File: config.mk
export PLATFORM = sky130hd
export DESIGN_NAME = memory_stage
export DESIGN_NICKNAME = d
export VERILOG_FILES = /design/src/rtl/memory_pkg.sv /design/src/rtl/memory_stage_lsu_align.sv /design/src/rtl/memory_stage.sv
export SDC_FILE = /design/constraint.sdc
export NUM_CORES = 1
export LEC_CHECK = 0
export BUFFER_PORTS_ARGS = -buffer_cell sky130_fd_sc_hd__buf_2
export CORE_ASPECT_RATIO = 1.2
export CORE_UTILIZATION = 40
export DETAILED_ROUTE_END_ITERATION = 8
export PLACE_DENSITY = 0.78
export SYNTH_ARGS = -nofsm -noshare
export SYNTH_HDL_FRONTEND = slang
export SYNTH_HIERARCHICAL = 1
export SYNTH_SLANG_ARGS = --single-unit
File: constraint.sdc
create_clock -name clk -period 2.4 [get_ports clk]
set_input_delay 0.12 -clock clk [delete_from_list [all_inputs] [get_ports clk]]
set_output_delay 0.12 -clock clk [all_outputs]
set_load 0.1 [all_outputs]
File: src/rtl/memory_pkg.sv
// Shared types for the MEM stage: pipeline bundles, funct3 codes and FSM states.
package memory_pkg;

  localparam logic [2:0] F3_LB  = 3'b000;
  localparam logic [2:0] F3_LH  = 3'b001;
  localparam logic [2:0] F3_LW  = 3'b010;
  localparam logic [2:0] F3_LBU = 3'b100;
  localparam logic [2:0] F3_LHU = 3'b101;
  localparam logic [2:0] F3_SB  = 3'b000;
  localparam logic [2:0] F3_SH  = 3'b001;
  localparam logic [2:0] F3_SW  = 3'b010;

  typedef struct packed {
    logic        valid;
    logic [31:0] alu_result;
    logic [31:0] rs2_data;
    logic [4:0]  rd;
    logic [2:0]  funct3;
    logic        RegWrite;
    logic        MemToReg;
    logic        MemRead;
    logic        MemWrite;
  } ex_mem_t;

  typedef struct packed {
    logic [31:0] alu_result;
    logic [31:0] mem_data;
    logic [4:0]  rd;
    logic        RegWrite;
    logic        MemToReg;
  } mem_wb_t;

  typedef enum logic {IDLE, WAIT} mem_state_e;

endpackage

File: src/rtl/memory_stage_lsu_align.sv
// Byte-lane steering: store enables/replicated data, load extract/extend, alignment check.
module lsu_align
  import memory_pkg::*;
(
  input  logic [1:0]  addr_lsb,
  input  logic [2:0]  funct3,
  input  logic        is_store,
  input  logic [31:0] rs2,
  input  logic [31:0] rdata,
  output logic [3:0]  be,
  output logic [31:0] wdata,
  output logic [31:0] load_data,
  output logic        misaligned
);

  logic [7:0]  byte_sel;
  logic [15:0] half_sel;

  always_comb begin
    byte_sel   = 8'(rdata >> {addr_lsb, 3'b000});
    half_sel   = addr_lsb[1] ? rdata[31:16] : rdata[15:0];
    be         = 4'hF;
    wdata      = rs2;
    load_data  = rdata;
    misaligned = 1'b0;
    if (is_store) begin
      case (funct3)
        F3_SB: begin
          be    = 4'b0001 << addr_lsb;
          wdata = {4{rs2[7:0]}};
        end
        F3_SH: begin
          be         = 4'b0011 << addr_lsb;
          wdata      = {2{rs2[15:0]}};
          misaligned = addr_lsb[0];
        end
        F3_SW:   misaligned = |addr_lsb;
        default: misaligned = |addr_lsb;
      endcase
    end else begin
      // unknown load widths fall back to a full word
      case (funct3)
        F3_LB:  load_data = {{24{byte_sel[7]}}, byte_sel};
        F3_LBU: load_data = {24'h0, byte_sel};
        F3_LH: begin
          load_data  = {{16{half_sel[15]}}, half_sel};
          misaligned = addr_lsb[0];
        end
        F3_LHU: begin
          load_data  = {16'h0, half_sel};
          misaligned = addr_lsb[0];
        end
        F3_LW:   misaligned = |addr_lsb;
        default: misaligned = |addr_lsb;
      endcase
    end
  end

endmodule

File: src/rtl/memory_stage.sv
// RV32I MEM stage: drives the data-memory handshake, waits for load data, registers mem_wb.
module memory_stage
  import memory_pkg::*;
#(
  parameter int ADDR_W   = 32,
  parameter int MAX_WAIT = 255
) (
  input  logic              clk,
  input  logic              reset,
  input  ex_mem_t           ex_mem,
  output mem_wb_t           mem_wb,
  output logic              stall,
  output logic              dmem_req_valid,
  input  logic              dmem_req_ready,
  output logic [ADDR_W-1:0] dmem_addr,
  output logic              dmem_we,
  output logic [3:0]        dmem_be,
  output logic [31:0]       dmem_wdata,
  input  logic              dmem_rsp_valid,
  input  logic [31:0]       dmem_rdata,
  output logic              misalign_err,
  output logic              timeout_err
);

  localparam int CNT_W = $clog2(MAX_WAIT + 1);

  mem_state_e       state_q, state_d;
  logic [CNT_W-1:0] cnt_q, cnt_d;
  mem_wb_t          mem_wb_q, mem_wb_d;
  logic             misalign_err_q, misalign_err_d;
  logic             timeout_err_q, timeout_err_d;

  logic        mem_op, is_store, misaligned, mis_drop, stall_raw;
  logic        req, complete, timeout;
  logic [31:0] load_data;

  assign mem_op   = ex_mem.valid & (ex_mem.MemRead | ex_mem.MemWrite);
  assign is_store = ex_mem.MemWrite;

  lsu_align u_align (
    .addr_lsb   (ex_mem.alu_result[1:0]),
    .funct3     (ex_mem.funct3),
    .is_store   (is_store),
    .rs2        (ex_mem.rs2_data),
    .rdata      (dmem_rdata),
    .be         (dmem_be),
    .wdata      (dmem_wdata),
    .load_data  (load_data),
    .misaligned (misaligned)
  );

  always_comb begin
    state_d  = state_q;
    cnt_d    = cnt_q;
    req      = 1'b0;
    complete = 1'b0;
    timeout  = 1'b0;
    case (state_q)
      IDLE: begin
        if (mem_op && !misaligned) begin
          req = 1'b1;
          if (dmem_req_ready) begin
            if (is_store) complete = 1'b1;
            else          state_d  = WAIT;
          end
        end
      end
      WAIT: begin
        cnt_d = cnt_q + 1'b1;
        if (dmem_rsp_valid) begin
          complete = 1'b1;
          state_d  = IDLE;
          cnt_d    = '0;
        end else if (cnt_q == CNT_W'(MAX_WAIT - 1)) begin
          timeout = 1'b1;
          state_d = IDLE;
          cnt_d   = '0;
        end
      end
      default: state_d = IDLE;
    endcase
  end

  assign mis_drop = (state_q == IDLE) && mem_op && misaligned;
  // timeout releases the stall so the abandoned load leaves ex_mem instead of retrying
  assign stall_raw = ((state_q == WAIT) || (mem_op && !misaligned)) && !complete && !timeout;

  always_comb begin
    mem_wb_d       = '0;
    misalign_err_d = mis_drop;
    timeout_err_d  = timeout;
    if (ex_mem.valid && !stall_raw && !timeout && !mis_drop) begin
      mem_wb_d.alu_result = ex_mem.alu_result;
      mem_wb_d.rd         = ex_mem.rd;
      mem_wb_d.RegWrite   = ex_mem.RegWrite;
      mem_wb_d.MemToReg   = ex_mem.MemToReg;
      mem_wb_d.mem_data   = (state_q == WAIT) ? load_data : 32'h0;
    end
  end

  always_ff @(posedge clk or posedge reset) begin
    if (reset) begin
      state_q        <= IDLE;
      cnt_q          <= '0;
      mem_wb_q       <= '0;
      misalign_err_q <= 1'b0;
      timeout_err_q  <= 1'b0;
    end else begin
      state_q        <= state_d;
      cnt_q          <= cnt_d;
      mem_wb_q       <= mem_wb_d;
      misalign_err_q <= misalign_err_d;
      timeout_err_q  <= timeout_err_d;
    end
  end

  assign stall          = stall_raw & ~reset;
  assign dmem_req_valid = req & ~reset;
  assign dmem_addr      = {ex_mem.alu_result[ADDR_W-1:2], 2'b00};
  assign dmem_we        = is_store;
  assign mem_wb         = mem_wb_q;
  assign misalign_err   = misalign_err_q;
  assign timeout_err    = timeout_err_q;

endmodule

# Word level (Yosys, flattened, before mapping)
# Cells that the tools add are included.
[op_classes]
addsub = 1
n_eq_ne = 4
shifts = 3
muxes = 30
bitwise_logic = 6
reduce_logical = 18
[ops]
columns = ["operator", "n"]
rows = [
  ["one-hot mux 32 bit (4 select lines)", 1],
  ["2-to-1 mux 32 bit", 3],
  ["2-to-1 mux 71 bit", 1],
  ["one-hot mux 32 bit (2 select lines)", 1],
  [">> shifter 32 x 5 -> 8 bit", 1],
  ["2-to-1 mux 16 bit", 1],
  ["2-to-1 mux 8 bit", 2],
  ["2-to-1 mux 1 bit", 15],
  ["adder 8 x 1 -> 8 bit (second input constant)", 1],
  ["== test 8 bit (second input constant)", 1],
  ["logical AND 1 bit", 8],
  ["one-hot mux 1 bit (2 select lines)", 4],
  ["one-hot mux 4 bit (2 select lines)", 1],
  ["== test 3 bit (second input constant)", 2],
  ["OR reduction 2 bit", 3],
  ["logical NOT 1 bit", 5],
  ["2-to-1 mux 4 bit", 1],
  ["<< shifter 1 x 2 -> 4 bit (first input constant)", 1],
  ["<< shifter 2 x 2 -> 4 bit (first input constant)", 1],
  ["bitwise AND 1 bit", 3],
  ["== test 3 x 1 -> 1 bit (second input constant)", 1],
  ["logical NOT 3 bit", 1],
  ["NOT 1 bit", 2],
  ["logical OR 1 bit", 1],
  ["OR 1 bit", 1],
]
[totals]
reg_bits = 82
in_bits = 113
out_inout_bits = 144
word_cells = 71

# Logic depth before layout (Yosys ltp)
[depth]
word_depth = 16
ltp_mapped = 9

# Modules after synthesis
# Netlist, hierarchy kept.
[modules_own_cells]
columns = ["module", "n_inst", "cells_each", "area_per_inst_um2", "seq_area_each_um2"]
rows = [
  ["memory_stage", 1, 250, 3174.3, 2052.0],
  ["lsu_align", 1, 152, 1118.6, 0.0],
]

# Worst setup path after synthesis
# No wires, ideal clock.
[synth_path]
path_kind = "input -> output"
start = "input ex_mem[4] (netlist bit)"
end = "output stall"
arrival_ps = 5172
required_time_ps = 2280
path_slack_ps = -2892
path_stages = 6
path_buffers = 2
path_cell_list = "buf_2 -> buf_1 -> a221oi_1 -> nor2_1 -> nor4b_1 -> o2bb2ai_1"
[synth_via]
elab_chain_cells = 12
elab_cells_between_ends = 18
classes_between = "3 x eq/ne; 5 x mux; 1 x bitwise; 9 x reduce/logical"
[synth_rtl]
columns = ["item", "line_no", "source"]
rows = [
  ["start, declared", "memory_stage.sv:10", "input ex_mem_t ex_mem,"],
  ["== test 3 x 1 -> 1 bit, or another cell as far along", "memory_stage_lsu_align.sv:27, memory_stage_lsu_align.sv:42", ""],
  ["OR reduction 2 bit (no line)", "n/a", ""],
  ["one-hot mux 1 bit (2 select lines)", "memory_stage_lsu_align.sv:42", "case (funct3)"],
  ["2-to-1 mux 1 bit *", "memory_stage_lsu_align.sv:26", "if (is_store) begin"],
  ["via misaligned", "memory_stage.sv:33", "logic mem_op, is_store, misaligned, mis_drop, stall_raw;"],
  ["logical NOT 1 bit *", "memory_stage.sv:60, memory_stage.sv:86", ""],
  ["logical AND 1 bit *", "memory_stage.sv:60, memory_stage.sv:86", ""],
  ["2-to-1 mux 1 bit", "memory_stage.sv:60", "if (mem_op && !misaligned) begin"],
  ["one-hot mux 1 bit (2 select lines)", "memory_stage.sv:58", "case (state_q)"],
  ["logical NOT 1 bit", "memory_stage.sv:86", "assign stall_raw = ((state_q == WAIT) || (mem_op && !misaligned)) && !complete && !timeout;"],
  ["logical AND 1 bit * (2 in series)", "memory_stage.sv:86", ""],
  ["bitwise AND 1 bit *", "memory_stage.sv:117", "assign stall = stall_raw & ~reset;"],
  ["end, declared", "memory_stage.sv:12", "output logic stall,"],
]
# The timed path passes the listed nets; every way through them passes the cells marked *.

# Worst setup path in the final report
[layout_path]
start = "register state_q"
end = "output stall"
[layout_via]
elab_chain_cells = 6
elab_cells_between_ends = 9
classes_between = "2 x mux; 2 x bitwise; 5 x reduce/logical"
[layout_rtl]
columns = ["item", "line_no", "source"]
rows = [
  ["start, declared", "memory_stage.sv:27", "mem_state_e state_q, state_d;"],
  ["start signal, assigned", "memory_stage.sv:109", "state_q <= state_d;"],
  ["NOT 1 bit", "n/a", ""],
  ["one-hot mux 1 bit (2 select lines)", "memory_stage.sv:58", ""],
  ["logical NOT 1 bit", "memory_stage.sv:86", ""],
  ["logical AND 1 bit", "memory_stage.sv:86", ""],
  ["logical AND 1 bit *", "memory_stage.sv:86", ""],
  ["bitwise AND 1 bit *", "memory_stage.sv:117", ""],
]
# Mark *: on every way between the ends. The rest lies on a longest branch, timed or not.

==> impl_metrics.tcl <==
set metrics [dict create \
    clk_pin_slew_ns 0.06 \
    ys_seq_area_share_pct 47.8 \
    grt_pass1_vias 3689 \
    slew_headroom_pct 54.1 \
    grt_pass1_wl_mm 17.6 \
    synth_cell_types 53 \
    fin_crit_sh_pct 91.8 \
    start_kind "register" \
    synthFlopType "dfrtp_1" \
    slowest_stage "dfrtp_1" \
    grt_overflow_total 0 \
    p_leak_nw 3.33 \
    drt-initial-drc-count 245 \
    most-common-layout-cells "250 x buf_2, 82 x dfrtp_1, 72 x and2_1" \
    p_sw_share_pct 37.7 \
    p_sw_mw 1.75 \
    yosys_register_bits 82 \
    setup_slack_ns 0.198 \
    power.total_mw 4.65 \
    finalHoldViolCount 0 \
    finalClockSkew_ns 0.00552 \
    intPower_mw 2.90 \
    slew_violations 0 \
    clockBufferDepth 2 \
    final_common_cell "buf_2" \
    cp-end-kind "output port" \
    path_class "reg -> out" \
    cts_sinks 82 \
    antenna_found_initial 0 \
    tightest_slew_ns 0.688 \
    routed_wl_mm 11.8 \
    fmax_ghz 0.454 \
    crit_required_ns 2.28 \
    io_buffers 254 \
    cts_buffers 9 \
    grt-busiest-layer "met2" \
    root_buffer "clkbuf_16" \
    max_stage_delay_ns 0.50 \
    seqPwrFrac_pct 33.4 \
    dp_slack_ns 0.456 \
    met1_usage_pct 24.1 \
    antenna_cells 0 \
    dieArea_um2 11200 \
    cp_cell_sequence "o21ba_2, nor4b_4, o2bb2ai_4, buf_2" \
    gr-usage-met3_pct 3.48 \
    drc 0 \
    cp_max_fo 13 \
    viasPerCell 5.08 \
    rows 41 \
    grtUsageTotal_pct 20.8 \
    final_nets 738 \
    ir_worst_vdd_uv 362 \
    clock_latency_ns 0.33 \
    area_delta_synth_final_pct 38.8 \
    num_vias 3848 \
    gp_congestion 0.859 \
    synth_edf_count 0 \
    holdCritPathClass "in -> reg" \
    synth_warnings 6 \
    htreeDepth 3 \
    status "finished, final reports clean" \
    cts_tree "done" \
    wire_per_inst_um 15.6 \
    async_flop_share_pct 100 \
    final_antenna_net_count 0 \
    clockPowerShare_pct 35.1 \
    syn_inst 402 \
    setup_viol 0 \
    min_period_ns 2.20 \
    rsz0062_at_grt "no" \
    detail_route.first_pass.iterations 4 \
    die_h_um 115 \
    grt_start_max_net_pins 46 \
    start_util_pct 41.0 \
    die_w_um 96.6 \
    maxCapViolCount 0 \
    dpl.hpwl_mm 8.93 \
    power_density_nw_per_um2 780 \
    syn_area_um2 4290 \
    grt_util_met2_pct 37.3 \
    coreArea_um2 10500 \
    cts_setup_buffers 0 \
    syn_area_per_cell_um2 10.7 \
    pin_count 257 \
    comb_power_share_pct 31.5 \
    cp_data_arrival_time_ns 2.08 \
    final_util_pct 56.9 \
    final_layout_size_suffix_gt1_share_pct 51.8 \
]
## synth_stat cells (11+ instances only)
cell     number  area [µm²]
dfrtp_1      82        2050
and2_1       72         450
buf_4        41         308
mux2_2       23         259
a21o_1       18         135
a21oi_1      18        90.1
nor2_1       15        56.3
o22ai_1      13        81.3
buf_2        11        55.1
## power groups by stage
stage | Sequential, mW | Clock, mW | Combinational [mW]
after CTS | 1.55 | 1.66 | 1.47
after detailed placement | 1.57 | 0 | 1.45
after floorplan | 1.84 | 0 | 0.913
after global routing | 1.56 | 1.71 | 1.54
after global placement | 1.57 | 0 | 1.43
final | 1.55 | 1.63 | 1.46
## worst paths after layout
kind / from / endpoint / slack, ns / depth (start not counted)
max: state_q / stall / 0.20 / 4
min: ex_mem[9] / mem_wb[4] / 0.01 / 2
max reg2reg: cnt_q[0] / cnt_q[5] / 0.78 / 5
min reg2reg: cnt_q[7] / cnt_q[7] / 0.60 / 2
max in group asynchronous: reset / mem_wb[41] / 1.27 / 4
min in group asynchronous: reset / state_q / 0.45 / 3
## cells by family after synthesis
| group | synth area share, % |
|---|---|
| simple gates | 17.2 |
| compound gates | 14.7 |
| flops | 47.8 |
| buf+inv | 11.0 |
| mux | 8.48 |
| fa+ha+maj | 0.583 |
| other cells | 0.0874 |
| xor+xnor | 0.204 |
## critical path: cells and delay by family, from the launching register on
family	cells	cell delay (ns)
simple gates	1	0.30
compound gates	2	0.50
buf+inv	1	0.44
flops	1	0.50
## metal layers
metal | vias to the layer above | part of all wire (%)
met4 | 0 | 2.5
li1 | 1781 | -
met1 | 1800 | 38
met3 | 24 | 7.6
met5 | - | 0
met2 | 243 | 52
## repair_timing
action	CTS	global route
hold endpoints to repair	46	0
hold buffers	10	0
endpoints found under the setup margin	0	0
resized for setup	0	0
## final cells by class
| type | instances | area (µm²) |
|---|---|---|
| Clock buffer | 11 | 253 |
| Multi-Input combinational cell | 247 | 1840 |
| Tap cell | 129 | 161 |
| Timing Repair Buffer | 273 | 1510 |
| Inverter | 10 | 38.8 |
| Clock inverter | 5 | 108 |
| Fill cell | 924 | 4510 |
| Sequential cell | 82 | 2050 |
## per-stage QoR
| stage | std cells | hold WS [ns] | TNS (ns) | cell area [µm²] |
|---|---|---|---|---|
| global placement | 731 | 0.283 | 0 | 5500 |
| finish | 757 | 0.0130 | 0 | 5960 |
| detailed placement | 731 | 0.302 | 0 | 5500 |
| floorplan | 403 | 0.216 | -0.212 | 4350 |
| global route | 757 | 0.00134 | 0 | 5960 |
| CTS | 757 | 0.00240 | 0 | 5960 |
## registers in the layout (all words and copies together), names as in the netlist
register and cells:
cnt_q 8, mem_wb 71, misalign_err 1, state_q 1
timeout_err 1
(Power assumes the default switching activity.)
